## config.mk

```make
export PLATFORM = sky130hd
export DESIGN_NAME = fetch_unit
export DESIGN_NICKNAME = d
export VERILOG_FILES = /design/src/rtl/cpu_pkg.sv /design/src/rtl/fetch_queue.sv /design/src/rtl/fetch_unit.sv
export SDC_FILE = /design/constraint.sdc
export NUM_CORES = 1
export LEC_CHECK = 0
export ABC_AREA = 0
export CAP_MARGIN = 20
export CORE_ASPECT_RATIO = 0.7
export CORE_MARGIN = 8
export CORE_UTILIZATION = 48
export DETAILED_ROUTE_END_ITERATION = 10
export PLACE_DENSITY_LB_ADDON = 0.08
export SYNTH_ARGS = -nofsm -noshare
export SYNTH_HDL_FRONTEND = slang
export SYNTH_HIERARCHICAL = 1
export SYNTH_SLANG_ARGS = --single-unit
```

## constraint.sdc

```tcl
create_clock -name clk -period 2.3 [get_ports clk]
set_input_delay 0.46 -clock clk [delete_from_list [all_inputs] [get_ports clk]]
set_output_delay 0.46 -clock clk [all_outputs]
set_load 0.05 [all_outputs]
```

## src/rtl/cpu_pkg.sv

```systemverilog
// Shared fetch-side definitions: reset PC, fetch FSM states, queue entry layout.
package cpu_pkg;

    localparam logic [31:0] RESET_PC_DEFAULT = 32'h0000_3000;

    typedef enum logic [1:0] {
        FS_IDLE = 2'd0,
        FS_WAIT = 2'd1,
        FS_DROP = 2'd2
    } fetch_state_e;

    typedef struct packed {
        logic [31:0] inst;
        logic [31:0] pc;
    } fetch_entry_t;

    function automatic logic [31:0] word_align(input logic [31:0] addr);
        return addr & 32'hFFFF_FFFC;
    endfunction

endpackage

```

## src/rtl/fetch_queue.sv

```systemverilog
// Two-entry FIFO of {inst, pc} pairs between fetch and decode.
module fetch_queue
    import cpu_pkg::*;
(
    input  logic         clk,
    input  logic         rst,
    input  logic         push,
    input  fetch_entry_t push_entry,
    input  logic         pop,
    input  logic         flush,
    output logic [1:0]   count,
    output logic         head_valid,
    output fetch_entry_t head
);

    fetch_entry_t entries [2];
    logic         rd_ptr;
    logic         wr_ptr;
    logic         do_push;
    logic         do_pop;

    // Guard against overflow/underflow even though the fetch FSM never asks for it.
    assign do_push = push && (count != 2'd2);
    assign do_pop  = pop && (count != 2'd0);

    always_ff @(posedge clk or negedge rst) begin
        if (!rst) begin
            entries[0] <= '0;
            entries[1] <= '0;
            rd_ptr     <= 1'b0;
            wr_ptr     <= 1'b0;
            count      <= 2'd0;
        end else if (flush) begin
            rd_ptr <= 1'b0;
            wr_ptr <= 1'b0;
            count  <= 2'd0;
        end else begin
            if (do_push) begin
                entries[wr_ptr] <= push_entry;
                wr_ptr          <= ~wr_ptr;
            end
            if (do_pop) begin
                rd_ptr <= ~rd_ptr;
            end
            count <= count + {1'b0, do_push} - {1'b0, do_pop};
        end
    end

    assign head_valid = (count != 2'd0);
    assign head       = entries[rd_ptr];

endmodule

```

## src/rtl/fetch_unit.sv

```systemverilog
// Instruction fetch: owns the PC, keeps one memory read in flight and queues
// returned words for decode; redirects flush the queue and drop stale responses.
module fetch_unit
    import cpu_pkg::*;
#(
    parameter logic [31:0] RESET_PC = RESET_PC_DEFAULT,
    parameter int          DEPTH    = 2
) (
    input  logic        clk,
    input  logic        rst,
    output logic        imem_req,
    output logic [31:0] imem_addr,
    input  logic        imem_valid,
    input  logic [31:0] imem_rdata,
    output logic        id_valid,
    input  logic        id_ready,
    output logic [31:0] id_inst,
    output logic [31:0] id_pc,
    input  logic        redirect_valid,
    input  logic [31:0] redirect_pc
);

    localparam logic [1:0] DEPTH_C = 2'(DEPTH);

    fetch_state_e state, state_next;
    logic [31:0]  pc, pc_next;
    logic [31:0]  tag, tag_next;
    logic         issue;
    logic         push;
    logic         pop;
    logic [1:0]   qcount;
    logic [1:0]   post_count;
    fetch_entry_t push_entry;
    fetch_entry_t head;

    // A pop coinciding with a redirect is void: execute owns the flush.
    assign pop        = id_valid && id_ready && !redirect_valid;
    assign post_count = qcount + 2'd1 - {1'b0, pop};

    always_comb begin
        state_next = state;
        pc_next    = pc;
        tag_next   = tag;
        issue      = 1'b0;
        push       = 1'b0;
        if (redirect_valid) begin
            pc_next = word_align(redirect_pc);
            if (state != FS_IDLE && !imem_valid) begin
                state_next = FS_DROP;
            end else begin
                state_next = FS_IDLE;
            end
        end else begin
            case (state)
                FS_IDLE: issue = (qcount < DEPTH_C);
                FS_WAIT: begin
                    if (imem_valid) begin
                        push       = 1'b1;
                        issue      = (post_count < DEPTH_C);
                        state_next = FS_IDLE;
                    end
                end
                FS_DROP: begin
                    if (imem_valid) begin
                        state_next = FS_IDLE;
                    end
                end
                default: state_next = FS_IDLE;
            endcase
            if (issue) begin
                pc_next    = pc + 32'd4;
                tag_next   = pc;
                state_next = FS_WAIT;
            end
        end
    end

    always_ff @(posedge clk or negedge rst) begin
        if (!rst) begin
            state <= FS_IDLE;
            pc    <= RESET_PC;
            tag   <= '0;
        end else begin
            state <= state_next;
            pc    <= pc_next;
            tag   <= tag_next;
        end
    end

    assign imem_req  = issue && rst;
    assign imem_addr = imem_req ? pc : 32'd0;

    assign push_entry.inst = imem_rdata;
    assign push_entry.pc   = tag;

    fetch_queue u_queue (
        .clk        (clk),
        .rst        (rst),
        .push       (push),
        .push_entry (push_entry),
        .pop        (pop),
        .flush      (redirect_valid),
        .count      (qcount),
        .head_valid (id_valid),
        .head       (head)
    );

    assign id_inst = head.inst;
    assign id_pc   = head.pc;

endmodule

```

=== Word-level counts from Yosys, hierarchy flattened ===
Cells that the tools add are included.
Widths: inputs -> output; s select.

* Flip-flop bits (word level): 198
* Input port bits: 69
* Output and inout port bits: 98
* Word-level logic and storage cells: 75

* Add/sub/neg operators: 5
* $lt $le $gt $ge: 5
* Equality and inequality tests: 5
* Multiplexer cells: 26
* Bitwise gates (word level): 5
* Reductions and logical operators: 19

{| class="wikitable"
|+ Operators with widths
! kind !! number
|-
| $mux 64 || 4
|-
| $bwmux 128 || 1
|-
| $mux 32 || 3
|-
| $demux 64 s1 || 1
|-
| $add 32x3->32 const B || 1
|-
| $mux 1 || 10
|-
| $mux 2 || 5
|-
| $reduce_bool 2->1 || 5
|-
| $logic_and 1x1->1 || 7
|-
| $reduce_and 2->1 || 3
|-
| $ge 2x2->1 const B || 2
|-
| $lt 2x2->1 const B || 2
|-
| $ne 4x1->1 const B || 1
|-
| $not 1->2 || 2
|-
| $pmux 2 s2 || 1
|-
| $sub 2x1->2 || 2
|-
| $ne 3x3->1 const B || 1
|-
| $not 1->1 || 3
|-
| $add 2x1->2 || 1
|-
| $add 2x1->2 const B || 1
|-
| $eq 2x1->1 const B || 1
|-
| $eq 2x2->1 const B || 1
|-
| $logic_not 1->1 || 2
|-
| $logic_not 2->1 || 1
|-
| 4 further kinds || 4
|}

=== Logic depth before layout (Yosys ltp) ===
Gate-level depths: netlist of run 1.

* Depth after elaboration: 11
* Mapped depth: 11
* Gate-level depth less buffers: 10

=== Cells and area by module ===
The synthesis of run 1 kept the hierarchy.

{| class="wikitable"
|+ Modules (own cells, without submodules)
! module !! times used !! cells an instance !! area an instance (um2) !! seq. area each (um2)
|-
| fetch_queue || 1 || 365 || 5,896.9 || 3,303.2
|-
| fetch_unit || 1 || 326 || 3,363.2 || 1,554.0
|}

=== Least setup slack after synthesis of run 1 ===
Ideal clock, no wire load.

* Kind: flip-flop to output port
* Start: register u_queue.count[1]
* End: output port imem_addr[10]
* Data arrival time: 2.501 ns
* Data required time: 1.840 ns
* Slack: -0.661 ns
* Stages on the path, launching flop included: 9
* Cell sequence: dfrtp_1 or2_2 nand3b_4 and3_1 clkbuf_1 nor2_1 nor2_2 clkbuf_1 and3_1

* Word-level cells in the longest chain between the ends: 11

{| class="wikitable"
|+ Ends and longest elaborated chain
! element !! RTL line !! source
|-
| from (decl) || fetch_queue.sv:11 || <nowiki>output logic [1:0] count,</nowiki>
|-
| from (signal assigned) || fetch_queue.sv:45 || <nowiki>count <= count + {1'b0, do_push} - {1'b0, do_pop};</nowiki>
|-
| $reduce_bool 2->1 || fetch_queue.sv:49 || <nowiki>assign head_valid = (count != 2'd0);</nowiki>
|-
| named net id_valid || fetch_unit.sv:15 || <nowiki>output logic id_valid,</nowiki>
|-
| $logic_and 1x1->1 (2 in series) || fetch_unit.sv:37 || <nowiki>assign pop = id_valid && id_ready && !redirect_valid;</nowiki>
|-
| $sub 2x1->2 || fetch_unit.sv:38 || <nowiki>assign post_count = qcount + 2'd1 - {1'b0, pop};</nowiki>
|-
| $lt 2x2->1 || fetch_unit.sv:59 || <nowiki>issue = (post_count < DEPTH_C);</nowiki>
|-
| $mux 1 || fetch_unit.sv:57 || <nowiki>if (imem_valid) begin</nowiki>
|-
| $pmux 1 s2 || fetch_unit.sv:54 || <nowiki>case (state)</nowiki>
|-
| $mux 1 (2 in series) || fetch_unit.sv:46 || <nowiki>if (redirect_valid) begin</nowiki>
|-
| $logic_and 1x1->1 || fetch_unit.sv:90 || <nowiki>assign imem_req = issue && rst;</nowiki>
|-
| $mux 32 || fetch_unit.sv:91 || <nowiki>assign imem_addr = imem_req ? pc : 32'd0;</nowiki>
|-
| to (decl) || fetch_unit.sv:12 || <nowiki>output logic [31:0] imem_addr,</nowiki>
|}

The timed path passes the listed nets, and every way through them passes these cells. The select of a mux whose other input is x is not followed.

=== Worst setup path in the final report of run 1 ===
* Start: register state[0]
* End: output port imem_addr[9]

* Word-level cells in the longest chain between the ends: 6

{| class="wikitable"
|+ Ends and longest elaborated chain
! element !! RTL line !! source
|-
| from (decl) || fetch_unit.sv:25 || <nowiki>fetch_state_e state, state_next;</nowiki>
|-
| from (signal assigned) || fetch_unit.sv:84 || <nowiki>state <= state_next;</nowiki>
|-
| $eq 2x1->1 / $logic_not 2->1 (equally long branches) || fetch_unit.sv:54 ||
|-
| $pmux 1 s2 (*) || fetch_unit.sv:54 ||
|-
| $mux 1 (*) (2 in series) || fetch_unit.sv:46 ||
|-
| $logic_and 1x1->1 (*) || fetch_unit.sv:90 ||
|-
| $mux 32 (*) || fetch_unit.sv:91 ||
|}

Every way passes the cells marked *; elsewhere a longest branch is shown, timed or not. The select of a mux whose other input is x is not followed.

==> flow_summary.json, run 1 <==
{
  "outcome": "finished, violations left",
  "failing_checks": "negative setup slack",
  "worstSkewPairLatency_ns": 0.43,
  "initial_core_util_pct": 48.9,
  "buffer_ports.inserted": 162,
  "timing.clock.skew_ns": 0.0109,
  "global_route_wire_length_before_repair_um": 38100,
  "vias": 6253,
  "synth_top_family_by_area": "multiplexers",
  "gp_congestion": 0.870,
  "netlist_area_um2": 9260,
  "fin_util_pct": 68.7,
  "seq_power_share_pct": 35.8,
  "tritoncts_clock_tree": "built",
  "synthesis.instances": 691,
  "slew_headroom_pct": 46.0,
  "ys.flop_type": "sky130_fd_sc_hd__dfrtp_1",
  "postSynth.asyncResetShare_pct": 100,
  "post_synth_main_area_contributors": "sky130_fd_sc_hd__dfrtp_1, sky130_fd_sc_hd__mux2_2, sky130_fd_sc_hd__mux2_4, sky130_fd_sc_hd__and3_1, sky130_fd_sc_hd__xnor2_1",
  "ant_nets": 0,
  "yosys.area_share.simple_pct": 7.51,
  "remaining_drc_errors": 0,
  "top_layer": "met5",
  "tritoncts_num_sinks": 194,
  "drt-pass1-iter-count": 4,
  "synth_top_cell_by_area": "sky130_fd_sc_hd__dfrtp_1",
  "htree_levels": 4,
  "ys_seq_area_share_pct": 52.5,
  "grt.overflow.total": 0,
  "synthAdderAreaFrac_pct": 0.676,
  "cts.reportedPaths.clkPinSlew_ns": 0.08,
  "preCtsSetupSlack_ns": -0.452,
  "crit_slowest_cell": "sky130_fd_sc_hd__dfrtp_1",
  "fp.dieH_um": 132,
  "drc_violation_total_after_the_first_tritonroute_iteration": 354,
  "cells_along_the_critical_path": "buf_6, ha_4, and3_4, and3_4, nor2_4, nor2_4, buf_12, buf_12, and3_4, buf_12",
  "internal_power_uw": 8510,
  "synth_edf_count": 0,
  "min_path_type": "reg2reg",
  "cts_inserted_buffers": 17,
  "synth-xor-area-share_pct": 2.08,
  "layout_min_cycle_time_ns": 2.74,
  "rsz0062_at_grt": "yes",
  "worstSetupPathType": "reg2out",
  "ir_drop_v": 0.000667,
  "fin_worst_hold_slack_ns": 0.504,
  "postSynthAreaPerCell_um2": 13.4,
  "powerDensity_nw_per_um2": 1070,
  "worst_slew_pin_slew_ns": 0.810,
  "critPathLaunchType": "flop",
  "number_of_global_route_vias_before_repair": 6882,
  "final_setup_margin_ns": -0.441,
  "finalSetupTns_ns": -13.90,
  "totalPowerFinal_uw": 13900,
  "met1_length_um": 11100,
  "synth_cell_type_count": 48,
  "synth-seq-cells": 194,
  "synth.top_cell.area_share_pct": 51.9,
  "detail_route_met2_wl_um": 11300,
  "clock_path_buffers": 2,
  "fmax_mhz": 365,
  "p_sw_share_pct": 38.6,
  "io_pins": 167,
  "route.final.wire_length_um": 23900,
  "timing_max_transition_violations_final": 0,
  "routedWlPerCell_um": 20.6,
  "die_w_um": 182,
  "worst-endpoint-required_ns": 1.84,
  "slowest_delay_ns": 0.42,
  "synth-compound-area-share_pct": 4.53,
  "finalSetupViolations": 73,
  "p_leak_uw": 0.00582,
  "endpoint_kind": "output port",
  "wl_met3_um": 1270,
  "floorplan.die_area_um2": 24100,
  "n_fill_cell": 1337,
  "fp_rows": 42,
  "worst_ep_arrival_time_ns": 2.28,
  "hpwlAfterDp_um": 16700,
  "floorplan.core_area_um2": 18900,
  "critPathMaxFanout": 11,
  "grt_usage_pct": 19.7,
  "finish.net_count": 982,
  "timing.critical_path.max_delay_family": "simple AND/OR/NAND/NOR gates",
  "grt_antenna_before_repair": 1,
  "clk_network_pwr_share_pct": 21.9,
  "power.share.combinational_pct": 42.4,
  "drive_gt1_share_pct": 53.3,
  "cts_root_buf": "sky130_fd_sc_hd__clkbuf_16",
  "n_antenna_cell": 0,
  "total_switching_power_uw": 5340,
  "yosys_warnings": 6,
  "max_cap_viol_count": 0,
  "muxShareOfSynthArea_pct": 29.6,
  "maximum_number_of_pins_on_one_net_before_global_route_repair": 68,
  "period_share_pct": 119,
  "final-hold-violation-count": 0,
  "flow.area_growth_from_synthesis_pct": 40.4,
  "timing.critical_path.buf_inv": 4,
  "via_per_inst": 5.38
}
-- metrics by stage --
stage / cells / area [um^2]
2_1_floorplan: 696 / 9520
3_3_place_gp: 1112 / 11900
3_5_place_dp: 1112 / 11900
4_1_cts: 1152 / 12700
5_1_grt: 1163 / 13000
6_report: 1163 / 13000
-- cell families (layout without fill, tap and decap cells) --
logic type / Yosys count / in the layout
flip-flops: 194 / 194
buffers and inverters: 56 / 281
other: 1 / 6
adder cells (fa/ha/maj): 5 / 5
multiplexers: 230 / 230
AO/OA/AOI/OAI: 62 / 62
AND/OR/NAND/NOR: 121 / 121
XOR/XNOR: 22 / 22
-- repair_timing --
action | 4_1_cts | 5_1_grt
endpoints found under the hold margin | 20 | 0
cloned | 2 | 6
pin swaps | 7 | 6
resized for setup | 15 | 42
buffers inserted | 6 | 6
setup endpoints to repair | 66 | 100
hold buffers | 1 | 0
-- final timing paths --
path / from / endpoint / slack (ns) / depth (start not counted)
setup / recovery: state[0] / imem_addr[9] / -0.44 / 10
hold / removal: u_queue/entries[33] / u_queue/entries[33] / 0.50 / 1
setup reg to reg: state[0] / u_queue/entries[69] / -0.03 / 11
hold reg to reg: u_queue/entries[33] / u_queue/entries[33] / 0.50 / 1
max in group asynchronous: rst / tag[9] / 0.61 / 3
min in group asynchronous: rst / state[0] / 0.52 / 2
-- cells in the mapped netlist (6+ instances only) --
library cell / instances
sky130_fd_sc_hd__nand2_1: 20
sky130_fd_sc_hd__a31oi_1: 9
sky130_fd_sc_hd__or3_1: 9
sky130_fd_sc_hd__o2111ai_1: 7
sky130_fd_sc_hd__buf_6: 7
sky130_fd_sc_hd__nand3_1: 7
sky130_fd_sc_hd__and3_1: 35
sky130_fd_sc_hd__buf_2: 7
sky130_fd_sc_hd__a21oi_1: 7
sky130_fd_sc_hd__dfrtp_1: 192
sky130_fd_sc_hd__nor2_1: 18
sky130_fd_sc_hd__xnor2_1: 16
sky130_fd_sc_hd__mux2_2: 187
sky130_fd_sc_hd__clkbuf_1: 23
sky130_fd_sc_hd__xor2_1: 6
sky130_fd_sc_hd__o21ai_0: 23
sky130_fd_sc_hd__and2_1: 6
sky130_fd_sc_hd__nand4_1: 6
sky130_fd_sc_hd__inv_1: 13
sky130_fd_sc_hd__mux2_4: 40
-- cell type report --
type	count	area (um^2)	share of cell area, %
Sequential cell	194	4860	37.4
Multi-Input combinational cell	446	4480	34.4
Timing Repair Buffer	236	2690	20.7
Clock buffer	18	429	3.30
Tap cell	242	303	2.33
Clock inverter	14	186	1.43
Inverter	13	56.3	0.433
-- registers in the layout, summed over array words and instances (netlist names) --
signal           flops
u_queue/wr_ptr       1
tag                 30
u_queue/rd_ptr       1
state                2
u_queue/entries    128
u_queue/count        2
pc                  30
-- power groups by stage --
stage / Sequential, uW / Clock (uW) / Combinational (uW)
final: 4960 / 3030 / 5870
after global routing: 5080 / 3250 / 6160
after CTS: 4940 / 3100 / 5750
after detailed placement: 5000 / 0 / 5620
after global placement: 4910 / 0 / 5550
after floorplan: 4760 / 0 / 4000
-- cells in the final DEF (no fill, tap or decap), types with 6 or more instances in the layout --
| master | netlist | final |
|---|---|---|
| sky130_fd_sc_hd__xnor2_1 | 16 | 16 |
| sky130_fd_sc_hd__clkbuf_16 | 0 | 22 |
| sky130_fd_sc_hd__conb_1 | 1 | 6 |
| sky130_fd_sc_hd__o2111ai_1 | 7 | 7 |
| sky130_fd_sc_hd__xor2_1 | 6 | 6 |
| sky130_fd_sc_hd__dfrtp_1 | 192 | 189 |
| sky130_fd_sc_hd__buf_4 | 5 | 111 |
| sky130_fd_sc_hd__nand4_1 | 6 | 6 |
| sky130_fd_sc_hd__nand3_1 | 7 | 7 |
| sky130_fd_sc_hd__mux2_2 | 187 | 165 |
| sky130_fd_sc_hd__o21ai_0 | 23 | 23 |
| sky130_fd_sc_hd__or3_1 | 9 | 9 |
| sky130_fd_sc_hd__a21oi_1 | 7 | 6 |
| sky130_fd_sc_hd__nand2_1 | 20 | 20 |
| sky130_fd_sc_hd__inv_1 | 13 | 8 |
| sky130_fd_sc_hd__a31oi_1 | 9 | 9 |
| sky130_fd_sc_hd__buf_12 | 0 | 43 |
| sky130_fd_sc_hd__clkdlybuf4s50_1 | 0 | 65 |
| sky130_fd_sc_hd__nor2_1 | 18 | 17 |
| sky130_fd_sc_hd__and3_4 | 0 | 33 |
| sky130_fd_sc_hd__mux2_4 | 40 | 64 |
-- layer usage --
metal  vias up  global-route usage [%]
met5         -                       0
met4         2                    5.04
met3        18                    5.20
met2       131                    30.7
met1      3171                    26.9
li1       2931                       -
Note: power is estimated with default switching activity, not from simulation.
==> run 2, diff against run 1 <==
CORE_UTILIZATION = 53   (was 48)
clock period = 2.9 ns   (was 2.3 ns; I/O delays follow)
==> run 2 against run 1 <==
The flow still finishes with violations (negative setup slack). Die area is 8.5% lower. Total power is 22% lower. Cell area is 4.0% lower. First-iteration DRC count is 15% higher. Clock-buffer cell count is 1 lower. Clock skew is 0.0010 ns lower. Sequential share of layout area is 1.5 points higher. Combinational power is 24% lower. Non-clock buffer count is 31 lower. Critical endpoint is now imem_addr[21]. Highest routed layer is now met4.
==> flow_summary.json, run 2 (synthesis gave the netlist of run 1 again) <==
{
  "outcome": "finished, violations left",
  "failing_checks": "negative setup slack",
  "grt_antenna_before_repair": 0,
  "crit_slowest_cell": "sky130_fd_sc_hd__dfrtp_1",
  "finish.net_count": 951,
  "min_path_type": "in2async",
  "tritoncts_num_sinks": 194,
  "timing.critical_path.buf_inv": 4,
  "n_antenna_cell": 0,
  "timing_max_transition_violations_final": 0,
  "cells_along_the_critical_path": "inv_2, ha_4, and3_1, and3_4, nor2_2, nor2_4, buf_6, clkbuf_16, and3_4, buf_12",
  "via_per_inst": 5.58,
  "endpoint_kind": "output port",
  "ir_drop_v": 0.000626,
  "worst-endpoint-required_ns": 2.32,
  "io_pins": 167,
  "post_cts_hold_buffer_count": 0,
  "critPathLaunchType": "flop",
  "layout_min_cycle_time_ns": 2.94,
  "period_share_pct": 102,
  "worst_slew_pin_slew_ns": 0.790,
  "floorplan.core_area_um2": 17100,
  "maximum_number_of_pins_on_one_net_before_global_route_repair": 73,
  "remaining_drc_errors": 0,
  "worstSetupPathType": "reg2out",
  "max_flop_register": "u_queue/entries",
  "cts_inserted_buffers": 17,
  "register_area_um2": 4860,
  "fp_rows": 40,
  "hpwlAfterDp_um": 15900,
  "floorplan.die_area_um2": 22000,
  "vias": 6256,
  "worst_ep_arrival_time_ns": 2.36,
  "cp_common_cell": "sky130_fd_sc_hd__and3_4",
  "buffer_ports.inserted": 162,
  "drive_gt1_share_pct": 47.1,
  "final_setup_margin_ns": -0.0444,
  "n_fill_cell": 1148,
  "timing.clock.skew_ns": 0.00990,
  "cts.reportedPaths.clkPinSlew_ns": 0.08,
  "max_cap_viol_count": 0,
  "grt_usage_pct": 20.5,
  "p_leak_uw": 0.00560,
  "slowest_delay_ns": 0.40,
  "rsz0062_at_grt": "yes",
  "global_route_wire_length_before_repair_um": 36400,
  "cts_root_buf": "sky130_fd_sc_hd__clkbuf_16",
  "finalSetupViolations": 26,
  "timing.critical_path.max_delay_family": "simple AND/OR/NAND/NOR gates",
  "fin_worst_hold_slack_ns": 0.124,
  "number_of_global_route_vias_before_repair": 6697,
  "drc_violation_total_after_the_first_tritonroute_iteration": 407,
  "htree_levels": 4,
  "mostFrequentLayoutCell": "sky130_fd_sc_hd__dfrtp_1",
  "tritoncts_clock_tree": "built",
  "worstSkewPairLatency_ns": 0.44,
  "top_flop_regs": "u_queue/entries (128), pc (30), tag (30)",
  "gp_congestion": 0.898,
  "multi_input_comb_area_um2": 4300,
  "flip_flop_count_of_the_largest_register_all_copies_and_words_added": 128,
  "routedWlPerCell_um": 20.9,
  "clock_path_buffers": 2,
  "final-hold-violation-count": 0,
  "fp.dieH_um": 127,
  "slew_headroom_pct": 47.4,
  "fmax_mhz": 340,
  "grt.overflow.total": 0,
  "critPathMaxFanout": 5,
  "powerDensity_nw_per_um2": 869,
  "die_w_um": 174,
  "flow.area_growth_from_synthesis_pct": 34.8,
  "ant_nets": 0,
  "initial_core_util_pct": 54.1,
  "fin_util_pct": 72.9,
  "drt-pass1-iter-count": 4,
  "finalSetupTns_ns": -0.550,
  "most-common-layout-cells": "sky130_fd_sc_hd__dfrtp_1, sky130_fd_sc_hd__mux2_2, sky130_fd_sc_hd__clkdlybuf4s50_1",
  "route.final.wire_length_um": 23400
}
-- run 2: layout make-up --
cell class / count / share of cell area, %
Clock buffer: 17 / 3.41
Tap cell: 231 / 2.31
Sequential cell: 194 / 38.9
Inverter: 13 / 0.391
Multi-Input combinational cell: 446 / 34.4
Timing Repair Buffer: 205 / 18.9
Clock inverter: 15 / 1.65
-- run 2: timing repair --
| action | CTS | global route |
|---|---|---|
| gates resized for setup | 24 | 37 |
| pin swaps | 0 | 5 |
| setup endpoints to repair | 86 | 35 |
| buffers inserted | 0 | 8 |
| gates cloned | 0 | 3 |
-- run 2: final timing paths --
check | to | startpoint | slack, ns | cells past startpoint
hold / removal | u_queue/count[0] | rst | 0.12 | 1
hold reg to reg | u_queue/entries[73] | u_queue/entries[73] | 0.49 | 1
setup reg to reg | tag[22] | state[1] | 0.51 | 11
setup / recovery | imem_addr[21] | state[1] | -0.04 | 10
max in group asynchronous | pc[23] | rst | 1.56 | 2
min in group clk | u_queue/entries[73] | u_queue/entries[73] | 0.49 | 1
-- run 2: power by group --
part / total, uW / internal (uW) / leakage, uW / switching, uW
logic: 4440 / 1890 / 0.00286 / 2540
registers: 3930 / 3430 / 0.00243 / 501
clock network: 2480 / 1330 / 0.000310 / 1150
total: 10800 / 6650 / 0.00560 / 4190
-- run 2: worst reg2reg max path: stages, from the launching register on --
cell	delay (ns)
sky130_fd_sc_hd__dfrtp_1	0.40
sky130_fd_sc_hd__inv_2	0.11
sky130_fd_sc_hd__ha_4	0.14
sky130_fd_sc_hd__and3_1	0.19
sky130_fd_sc_hd__and3_4	0.21
sky130_fd_sc_hd__nor2_2	0.05
sky130_fd_sc_hd__nor2_4	0.17
sky130_fd_sc_hd__clkbuf_16	0.16
sky130_fd_sc_hd__buf_12	0.13
sky130_fd_sc_hd__buf_4	0.11
sky130_fd_sc_hd__buf_4	0.22
sky130_fd_sc_hd__mux2_2	0.37
-- run 2: stage by stage --
stage                     setup slack [ns]  power [uW]  cells  area [um^2]
final                              -0.0444       10800   1121        12500
after global routing                -0.142       11300   1121        12500
after detailed placement           -0.0482        8390   1079        11600
after floorplan                     0.0535        6890    696         9320
after global placement            -0.00463        8270   1079        11600
after CTS                          -0.0235       10800   1111        12200
-- run 2: layer usage --
metal / share of wire (%) / track usage (%) / wire length (um) / vias to the layer above
met5: 0 / 0 / 0 / -
met4: 1.3 / 5.46 / 315 / 0
met3: 5.7 / 5.96 / 1340 / 28
met2: 48 / 32.3 / 11100 / 174
met1: 45 / 27.4 / 10600 / 3187
li1: - / - / - / 2867
